--- config.mk ---
export PLATFORM = sky130hd
export DESIGN_NAME = dcm_ctrl
export DESIGN_NICKNAME = d
export VERILOG_FILES = /design/src/rtl/dcm_pkg.sv /design/src/rtl/edge_detector.sv /design/src/rtl/dcm_ctrl.sv
export SDC_FILE = /design/constraint.sdc
export NUM_CORES = 1
export LEC_CHECK = 0
export BUFFER_PORTS_ARGS = -buffer_cell sky130_fd_sc_hd__buf_2
export CAP_MARGIN = 20
export CORE_UTILIZATION = 40
export DETAILED_ROUTE_END_ITERATION = 8
export GPL_TIMING_DRIVEN = 0
export HOLD_SLACK_MARGIN = 0.12
export PLACE_DENSITY = 0.66
export SYNTH_ARGS = -nofsm -noshare
export SYNTH_HDL_FRONTEND = slang
export SYNTH_SLANG_ARGS = --single-unit
--- constraint.sdc ---
create_clock -name clk -period 2.6 [get_ports clk]
set_input_delay 0.52 -clock clk [delete_from_list [all_inputs] [get_ports clk]]
set_output_delay 0.52 -clock clk [all_outputs]
set_load 0.01 [all_outputs]
--- src/rtl/dcm_pkg.sv ---
// Shared definitions for the slow-clock divider controller: FSM states and
// the legal range of the 3-bit divider selection.
package dcm_pkg;

  typedef enum logic [2:0] {
    ST_IDLE,
    ST_ISSUE,
    ST_WAIT_ACK,
    ST_COOLDOWN,
    ST_FAULT
  } state_t;

  localparam logic [2:0] PROG_MIN = 3'd0;
  localparam logic [2:0] PROG_MAX = 3'd7;

endpackage

--- src/rtl/edge_detector.sv ---
// Registered rising-edge detector: one-cycle pulse per low-to-high transition,
// so a level held for many cycles yields a single request.
module edge_detector (
  input  logic clk,
  input  logic rst,
  input  logic level,
  output logic pulse
);

  logic prev;

  always_ff @(posedge clk or posedge rst) begin
    if (rst) begin
      prev  <= 1'b0;
      pulse <= 1'b0;
    end else begin
      prev  <= level;
      pulse <= level & ~prev;
    end
  end

endmodule

--- src/rtl/dcm_ctrl.sv ---
// Divider selection controller: turns inc/dec/load requests into a handshaked
// update of the divider, with ack timeout, bounded retries and a fault state.
module dcm_ctrl
  import dcm_pkg::*;
#(
  parameter int HOLD_CYCLES = 10,
  parameter int ACK_TIMEOUT = 1000,
  parameter int MAX_RETRY   = 3
) (
  input  logic       clk,
  input  logic       rst,
  input  logic       inc,
  input  logic       dec,
  input  logic       load,
  input  logic [2:0] load_val,
  input  logic [2:0] prog_fb,
  output logic       update,
  output logic [2:0] prog_sel,
  output logic       busy,
  output logic       err
);

  localparam int TO_W    = (ACK_TIMEOUT > 1) ? $clog2(ACK_TIMEOUT) : 1;
  localparam int HOLD_W  = (HOLD_CYCLES > 1) ? $clog2(HOLD_CYCLES) : 1;
  localparam int RETRY_W = $clog2(MAX_RETRY + 1);

  localparam logic [TO_W-1:0]    TO_LAST   = TO_W'(ACK_TIMEOUT - 1);
  localparam logic [HOLD_W-1:0]  HOLD_LAST = HOLD_W'(HOLD_CYCLES - 1);
  localparam logic [RETRY_W-1:0] RETRY_MAX = RETRY_W'(MAX_RETRY);

  state_t             state;
  logic [2:0]         target;
  logic [TO_W-1:0]    timeout_cnt;
  logic [HOLD_W-1:0]  hold_cnt;
  logic [RETRY_W-1:0] retry_cnt;
  logic [RETRY_W-1:0] retry_inc;

  logic       inc_edge;
  logic       dec_edge;
  logic       load_edge;
  logic       req_valid;
  logic [2:0] req_target;

  edge_detector u_inc_edge  (.clk(clk), .rst(rst), .level(inc),  .pulse(inc_edge));
  edge_detector u_dec_edge  (.clk(clk), .rst(rst), .level(dec),  .pulse(dec_edge));
  edge_detector u_load_edge (.clk(clk), .rst(rst), .level(load), .pulse(load_edge));

  assign prog_sel  = target;
  assign retry_inc = retry_cnt + RETRY_W'(1);

  // Arbitrate IDLE requests: load wins, opposing inc/dec cancel, ends saturate.
  always_comb begin
    req_valid  = 1'b0;
    req_target = target;
    if (load_edge) begin
      req_valid  = 1'b1;
      req_target = load_val;
    end else if (inc_edge && !dec_edge) begin
      if (target != PROG_MAX) begin
        req_valid  = 1'b1;
        req_target = target + 3'd1;
      end
    end else if (dec_edge && !inc_edge) begin
      if (target != PROG_MIN) begin
        req_valid  = 1'b1;
        req_target = target - 3'd1;
      end
    end
  end

  // update is raised on every transition into ISSUE and dropped by default,
  // so it is high for exactly the one cycle spent in ISSUE.
  always_ff @(posedge clk or posedge rst) begin
    if (rst) begin
      state       <= ST_IDLE;
      target      <= PROG_MIN;
      update      <= 1'b0;
      busy        <= 1'b0;
      err         <= 1'b0;
      timeout_cnt <= '0;
      hold_cnt    <= '0;
      retry_cnt   <= '0;
    end else begin
      update <= 1'b0;
      case (state)
        ST_IDLE: begin
          if (req_valid) begin
            target <= req_target;
            update <= 1'b1;
            busy   <= 1'b1;
            state  <= ST_ISSUE;
          end
        end

        ST_ISSUE: begin
          timeout_cnt <= '0;
          state       <= ST_WAIT_ACK;
        end

        ST_WAIT_ACK: begin
          if (prog_fb == target) begin
            retry_cnt <= '0;
            hold_cnt  <= '0;
            state     <= ST_COOLDOWN;
          end else if (timeout_cnt == TO_LAST) begin
            retry_cnt <= retry_inc;
            if (retry_inc < RETRY_MAX) begin
              update <= 1'b1;
              state  <= ST_ISSUE;
            end else begin
              err   <= 1'b1;
              state <= ST_FAULT;
            end
          end else begin
            timeout_cnt <= timeout_cnt + TO_W'(1);
          end
        end

        ST_COOLDOWN: begin
          if (hold_cnt == HOLD_LAST) begin
            busy  <= 1'b0;
            state <= ST_IDLE;
          end else begin
            hold_cnt <= hold_cnt + HOLD_W'(1);
          end
        end

        ST_FAULT: begin
          if (load_edge) begin
            err       <= 1'b0;
            retry_cnt <= '0;
            target    <= load_val;
            update    <= 1'b1;
            state     <= ST_ISSUE;
          end
        end

        default: begin
          busy  <= 1'b0;
          state <= ST_IDLE;
        end
      endcase
    end
  end

endmodule

# Word level (Yosys, flattened, before mapping)
# Cells that the tools add are included.
# classes
n_addsub	5
order_cmp	1
n_eq_ne	21
n_mux	44
n_bitwise	7
reduce_logical	18
# op_table
op	count
3-bit two-way mux	13
10-bit two-way mux	2
10-bit case mux with 2 select lines	1
1-bit two-way mux	16
2-bit != test (second input constant)	8
3-bit case mux with 5 select lines	1
4-bit by 3-bit != test with 1-bit output (second input constant)	3
3-bit AND reduction	4
10-bit by 1-bit adder with 10-bit output (second input constant)	1
10-bit == test (second input constant)	1
4-bit two-way mux	2
4-bit case mux with 2 select lines	1
2-bit nonzero test	4
3-bit by 2-bit == test with 1-bit output (second input constant)	2
2-bit two-way mux	3
3-bit != test (second input constant)	2
1-bit case mux with 3 select lines	2
3-bit case mux with 2 select lines	1
6-bit AND reduction	1
5-bit AND reduction	1
4-bit by 1-bit adder with 4-bit output (second input constant)	1
4-bit == test (second input constant)	1
1-bit inverter	4
2-bit case mux with 2 select lines	1
16 further kinds	20
# word_totals
regBits	31
input_bits	11
output_inout_bits	6
word_cells	110

# Depth between registers and ports, before layout
# depth
depth_word	7
mapped_depth	8
mapped_depth_nobuf	8

# Hierarchy
# From an unflattened synthesis, not the netlist that was laid out.
# unflattened
cells_unflattened	189
area_unflattened_um2	1801.7
# by_module_without_submodules
module	n_inst	cells_each	area_per_inst_um2	seq_area_each_um2
dcm_ctrl	1	177	1599.0	625.6
edge_detector	3	4	67.6	50.0

# Worst setup path after synthesis
# Ideal clock, no wire load.
# synth_path
path_kind	register to register
start	register target[0] (netlist: prog_sel[0])
end	register target[1] (netlist: prog_sel[1])
setup_ns	0.125
arrival_time_ns	1.738
required_time_ns	2.475
slack_ns	0.737
path_stages_with_launch	5
path_buffers	0
synth_period_minus_slack_ns	1.863
cell_sequence	dfrtp_1 > or4_1 > and4_1 > o21ai_2 > mux2_2
# synth_via
elab_chain_cells	7
word_cells_on_any_way	20
cone_classes	add/sub (2); eq/ne (4); mux (12); reduce/logical (2)
# synth_rtl
item	line	text
start, declared	dcm_ctrl.sv:32	logic [2:0] target;
start signal, assigned	dcm_ctrl.sv:88	target <= req_target;
start signal, assigned	dcm_ctrl.sv:132	target <= load_val;
3-bit by 1-bit subtractor with 3-bit output or 3-bit nonzero test (tied branches)	dcm_ctrl.sv:66, dcm_ctrl.sv:64	
3-bit two-way mux or 1-bit two-way mux (tied branches)	dcm_ctrl.sv:64	if (target != PROG_MIN) begin
3-bit two-way mux or 1-bit two-way mux (tied branches)	dcm_ctrl.sv:63	end else if (dec_edge && !inc_edge) begin
3-bit two-way mux or 1-bit two-way mux (tied branches)	dcm_ctrl.sv:58	end else if (inc_edge && !dec_edge) begin
3-bit two-way mux or 1-bit two-way mux (tied branches)	dcm_ctrl.sv:55	if (load_edge) begin
3-bit two-way mux or 2-bit != test (tied branches)	-	
3-bit case mux with 2 select lines or 6-bit AND reduction (tied branches)	-	
# Parallel ways exist; a longest one is shown, timed or not. The select of a mux whose other input is x is not followed.
# A chain may end at the register's enable or synchronous reset.

# Worst setup path after layout
# layout_path
start	register target[2] (netlist: prog_sel[2])
end	register hold_cnt[0]
# layout_via
elab_chain_cells	3
# layout_rtl
item	line	text
3-bit == test	dcm_ctrl.sv:101	if (prog_fb == target) begin
2-bit != test (no line)	-	
3-bit AND reduction (no line)	-	
end signal, assigned	dcm_ctrl.sv:124	hold_cnt <= hold_cnt + HOLD_W'(1);
end, declared	dcm_ctrl.sv:34	logic [HOLD_W-1:0] hold_cnt;
# No other way between the ends.

==> parameters.txt <==
Parameter                              Value

Outcome
  Run status    complete, no violations

Critical path
  Slowest library cell on the worst path    sky130_fd_sc_hd__xnor2_1
  Crit path required time    2770 ps
  Buf/Inv on CP    0
  Startpoint type of the worst setup path    flop
  Cell family with most CP delay    XOR/XNOR gates
  Maximum fanout encountered on the critical timing path    6
  Worst flop-to-flop path startpoint    prog_sel[2]
  Start point of the critical path    prog_sel[2]
  Signal arrival time at the worst endpoint    roughly 2200 ps
  Path type of the worst setup path    flop to flop
  Endpoint of the lowest-slack register-to-register path    hold_cnt[0]
  Reg2reg setup slack    560 ps
  Critical path cell sequence    xnor2_1, nand3_1, o21bai_1, mux2_2
  Slowest Stage Delay on Critical Path    470 ps
  CP endpoint kind    flop
  Reg2reg path depth    4

CTS
  Root Driver    sky130_fd_sc_hd__clkbuf_8
  Skew-Pair Late Insertion Delay    280 ps
  Clock tree from TritonCTS    built
  CTS H-tree lvls    2
  Clock transition at the register clock pins on the worst setup and hold paths after CTS    60 ps
  Clock sinks    31
  Maximum root-to-sink buffer count    2
  Quantity of hold-fixing buffers added after cts    0
  Cts bufs inserted    5
  CTS resizes    0
  Number of buffers inserted to repair setup after CTS    0

Power
  Register share of total power    0.380
  Part of the total power dissipated in the clock network    0.184
  Leakage component of the power    0.000870 uW
  Share of total power in combinational logic    0.436
  Max IR drop VDD    0.000390 V
  Power density of the placed cells    ~940 nW/um^2
  Net switching power figure    760 uW
  Pint    1130 uW
  Switching share of power    0.402

Global routing
  Aggregate global routing overflow    0
  Maximum number of pins on one net before global-route repair    23
  Vias in the first global route    1258
  Number of antenna violations at the first check in global routing    0
  First-pass GRT wire length    around 6000 microns
  Total track usage    0.180

Die
  DIE HEIGHT    68.6 microns
  # rows    23
  Placeable core region    4140 sq um
  Area of the die    4710 sq um
  Die X-Extent    68.6 microns
  Initial core utilization    0.428
  Number of top-level pins    17

Logic synthesis
  Proportion of register bits with asynchronous set or reset after synthesis    1.00
  Ys Warns    0
  Number of synthesized register bits    31
  Distinct cell type count of the synthesized netlist    51
  Average size of a mapped cell    9.97 sq um
  Netlist Area Pre-Place    1780 sq um
  Number of synthesized flops with an enable pin    0
  Post-Synthesis Net Count    196
  Syn Inst Count    178
  Sequential share of the synthesized area    0.437
  Most instantiated flip-flop cell in the synthesis netlist    sky130_fd_sc_hd__dfrtp_1

STA
  Max Freq    0.491 GHz
  Tightest Pin Transition    515 ps
  Setup slack after layout    563 ps
  Worst-case headroom to the max-slew limit    0.655
  Worst clock skew    9.43 ps
  Period Utilization, post-route    0.784
  Unrepaired setup endpoints after global routing    false
  Clock period minus worst slack    just over 2000 ps
  Max-slew violation count    0
  Number of setup violations in the final report    0
  Setup_tns    0 ps
  Number of endpoints with negative hold slack in the final report    0

Flow run
  Maximum capacitance violations    0

Min path
  Worst min path class    primary input to async pin

Drt
  Via density    5.59
  Number of detailed-route iterations in the first pass    4
  Residual DRC    0
  DR iter-0 viols    around 70
  Total number of vias    1403
  Post-detailed-route wirelength per cell    14.5 microns
  Number of nets with antenna violations after routing    0
  Aggregate routed wire length    3650 microns

Final layout
  Fill cell total of the finished layout    394
  Count of nets after finishing    220
  Area overhead of the layout relative to synthesis    13.7%
  Antenna diode count    0
  Layout cell share with drive strength beyond 1    0.199

Placement
  Weighted congestion reported at the end of routability-driven placement    around 0.73
  Pre-CTS setup slack    424 ps
  Post-DP HPWL    2610 microns
  I/O Buffers    16
## registers in the layout, summed over array words and instances (netlist names), 2 cells and up
name / flops
prog_sel: 3
hold_cnt: 4
retry_cnt: 2
state: 3
timeout_cnt: 10
## worst reg2reg max path: cells and delay by family, from the launching register on
family | cells | cell delay, ps
xor+xnor | 1 | 480
flops | 1 | 450
mux | 1 | 370
compound gates | 1 | 330
simple gates | 1 | 310
## per-stage QoR
| stage | cells | hold WS, ps | instance area [sq um] | power [uW] | util |
|---|---|---|---|---|---|
| global placement | 244 | 381 | 1920 | 1520 | 0.463 |
| CTS | 251 | 252 | 2020 | 1910 | 0.487 |
| finish | 251 | 248 | 2020 | 1890 | 0.487 |
| floorplan | 178 | 378 | 1780 | 1330 | - |
| detailed placement | 245 | 389 | 1950 | 1550 | 0.470 |
| global route | 251 | 281 | 2020 | 2030 | 0.487 |
## per-layer routing
metal	up-vias	track usage	routed length, microns	share of wire
li1	690	-	-	-
met1	680	0.233	1750	0.48
met3	4	0.0493	114	0.031
met4	0	0.0859	53	0.015
met5	-	0	0	0
met2	29	0.275	1730	0.47
## cell usage after synthesis, types with 2 or more instances
cell type | count | share of area
sky130_fd_sc_hd__a22o_1 | 2 | 0.0099
sky130_fd_sc_hd__buf_6 | 2 | 0.013
sky130_fd_sc_hd__xnor2_1 | 5 | 0.025
sky130_fd_sc_hd__o41ai_1 | 2 | 0.0099
sky130_fd_sc_hd__nand4_1 | 3 | 0.011
sky130_fd_sc_hd__o21ai_0 | 6 | 0.017
sky130_fd_sc_hd__inv_1 | 13 | 0.027
sky130_fd_sc_hd__or3_1 | 3 | 0.011
sky130_fd_sc_hd__nand2_1 | 16 | 0.034
sky130_fd_sc_hd__a21oi_1 | 8 | 0.023
sky130_fd_sc_hd__o31ai_1 | 3 | 0.013
sky130_fd_sc_hd__dfrtp_1 | 31 | 0.44
sky130_fd_sc_hd__clkbuf_1 | 4 | 0.0085
sky130_fd_sc_hd__ha_1 | 6 | 0.042
sky130_fd_sc_hd__nand2b_1 | 5 | 0.018
sky130_fd_sc_hd__nor2_1 | 9 | 0.019
sky130_fd_sc_hd__a31oi_1 | 3 | 0.011
sky130_fd_sc_hd__nand3_1 | 7 | 0.020
sky130_fd_sc_hd__mux2_2 | 4 | 0.025
sky130_fd_sc_hd__a31o_2 | 2 | 0.0099
sky130_fd_sc_hd__o2bb2ai_1 | 2 | 0.0099
sky130_fd_sc_hd__mux2i_1 | 4 | 0.023
sky130_fd_sc_hd__o311ai_0 | 2 | 0.0099
sky130_fd_sc_hd__nor3_1 | 2 | 0.0056
sky130_fd_sc_hd__nand3b_1 | 4 | 0.017
sky130_fd_sc_hd__or2_2 | 2 | 0.0070
sky130_fd_sc_hd__nor2b_1 | 4 | 0.014
## logic make-up (layout without fill, tap and decap cells)
kind of cell	after synthesis	count (layout)	synth area share
xor gates and xnor gates	5	5	0.0247
muxes	8	8	0.0479
AOI/OAI and AO/OA	43	43	0.182
buffers and inverters	20	43	0.0514
and+or+nand+nor	64	64	0.204
adders and majority gates	7	7	0.0536
DFF	31	31	0.437
## power by group through the flow
stage | logic, uW | registers [uW] | clock network [uW]
2_1_floorplan | 614 | 713 | 0
3_3_place_gp | 804 | 718 | 0
3_5_place_dp | 827 | 721 | 0
4_1_cts | 830 | 715 | 362
5_1_grt | 920 | 738 | 377
6_report | 825 | 717 | 348
## area by class of cell
type,count,area [sq um],area share
Buffer,7,42.5,0.0211
Tap cell,50,62.6,0.0310
Timing Repair Buffer,17,108,0.0533
Inverter,13,48.8,0.0242
Sequential cell,31,776,0.384
Multi-Input combinational cell,127,908,0.450
Clock buffer,6,72.6,0.0360
## worst max-delay path by stage
stage | slack [ps] | endpoint | cells after the start
after floorplan | 740 | prog_sel[1] | 4
after global placement | 450 | hold_cnt[0] | 5
after detailed placement | 420 | hold_cnt[0] | 5
after CTS | 550 | hold_cnt[0] | 4
after global routing | 410 | hold_cnt[1] | 4
final | 560 | hold_cnt[0] | 4
## placed cells by master (no fill, tap or decap), types with 2 or more instances in the layout
master	count
sky130_fd_sc_hd__mux2i_1	4
sky130_fd_sc_hd__nand3_1	7
sky130_fd_sc_hd__a31oi_1	3
sky130_fd_sc_hd__o21ai_0	6
sky130_fd_sc_hd__mux2_2	4
sky130_fd_sc_hd__or2_2	2
sky130_fd_sc_hd__nor3_1	2
sky130_fd_sc_hd__nand2b_1	5
sky130_fd_sc_hd__nand3b_1	4
sky130_fd_sc_hd__a31o_2	2
sky130_fd_sc_hd__xnor2_1	5
sky130_fd_sc_hd__a21oi_1	8
sky130_fd_sc_hd__buf_6	2
sky130_fd_sc_hd__dfrtp_1	31
sky130_fd_sc_hd__nor2b_1	4
sky130_fd_sc_hd__o2bb2ai_1	2
sky130_fd_sc_hd__clkbuf_8	5
sky130_fd_sc_hd__nand2_1	16
sky130_fd_sc_hd__or3_1	3
sky130_fd_sc_hd__o311ai_0	2
sky130_fd_sc_hd__o31ai_1	3
sky130_fd_sc_hd__o41ai_1	2
sky130_fd_sc_hd__nor2_1	9
sky130_fd_sc_hd__ha_1	6
sky130_fd_sc_hd__inv_1	13
sky130_fd_sc_hd__buf_2	17
sky130_fd_sc_hd__nand4_1	3
sky130_fd_sc_hd__clkbuf_1	5
sky130_fd_sc_hd__a22o_1	2
No activity file was read; power rests on OpenSTA's default activity.
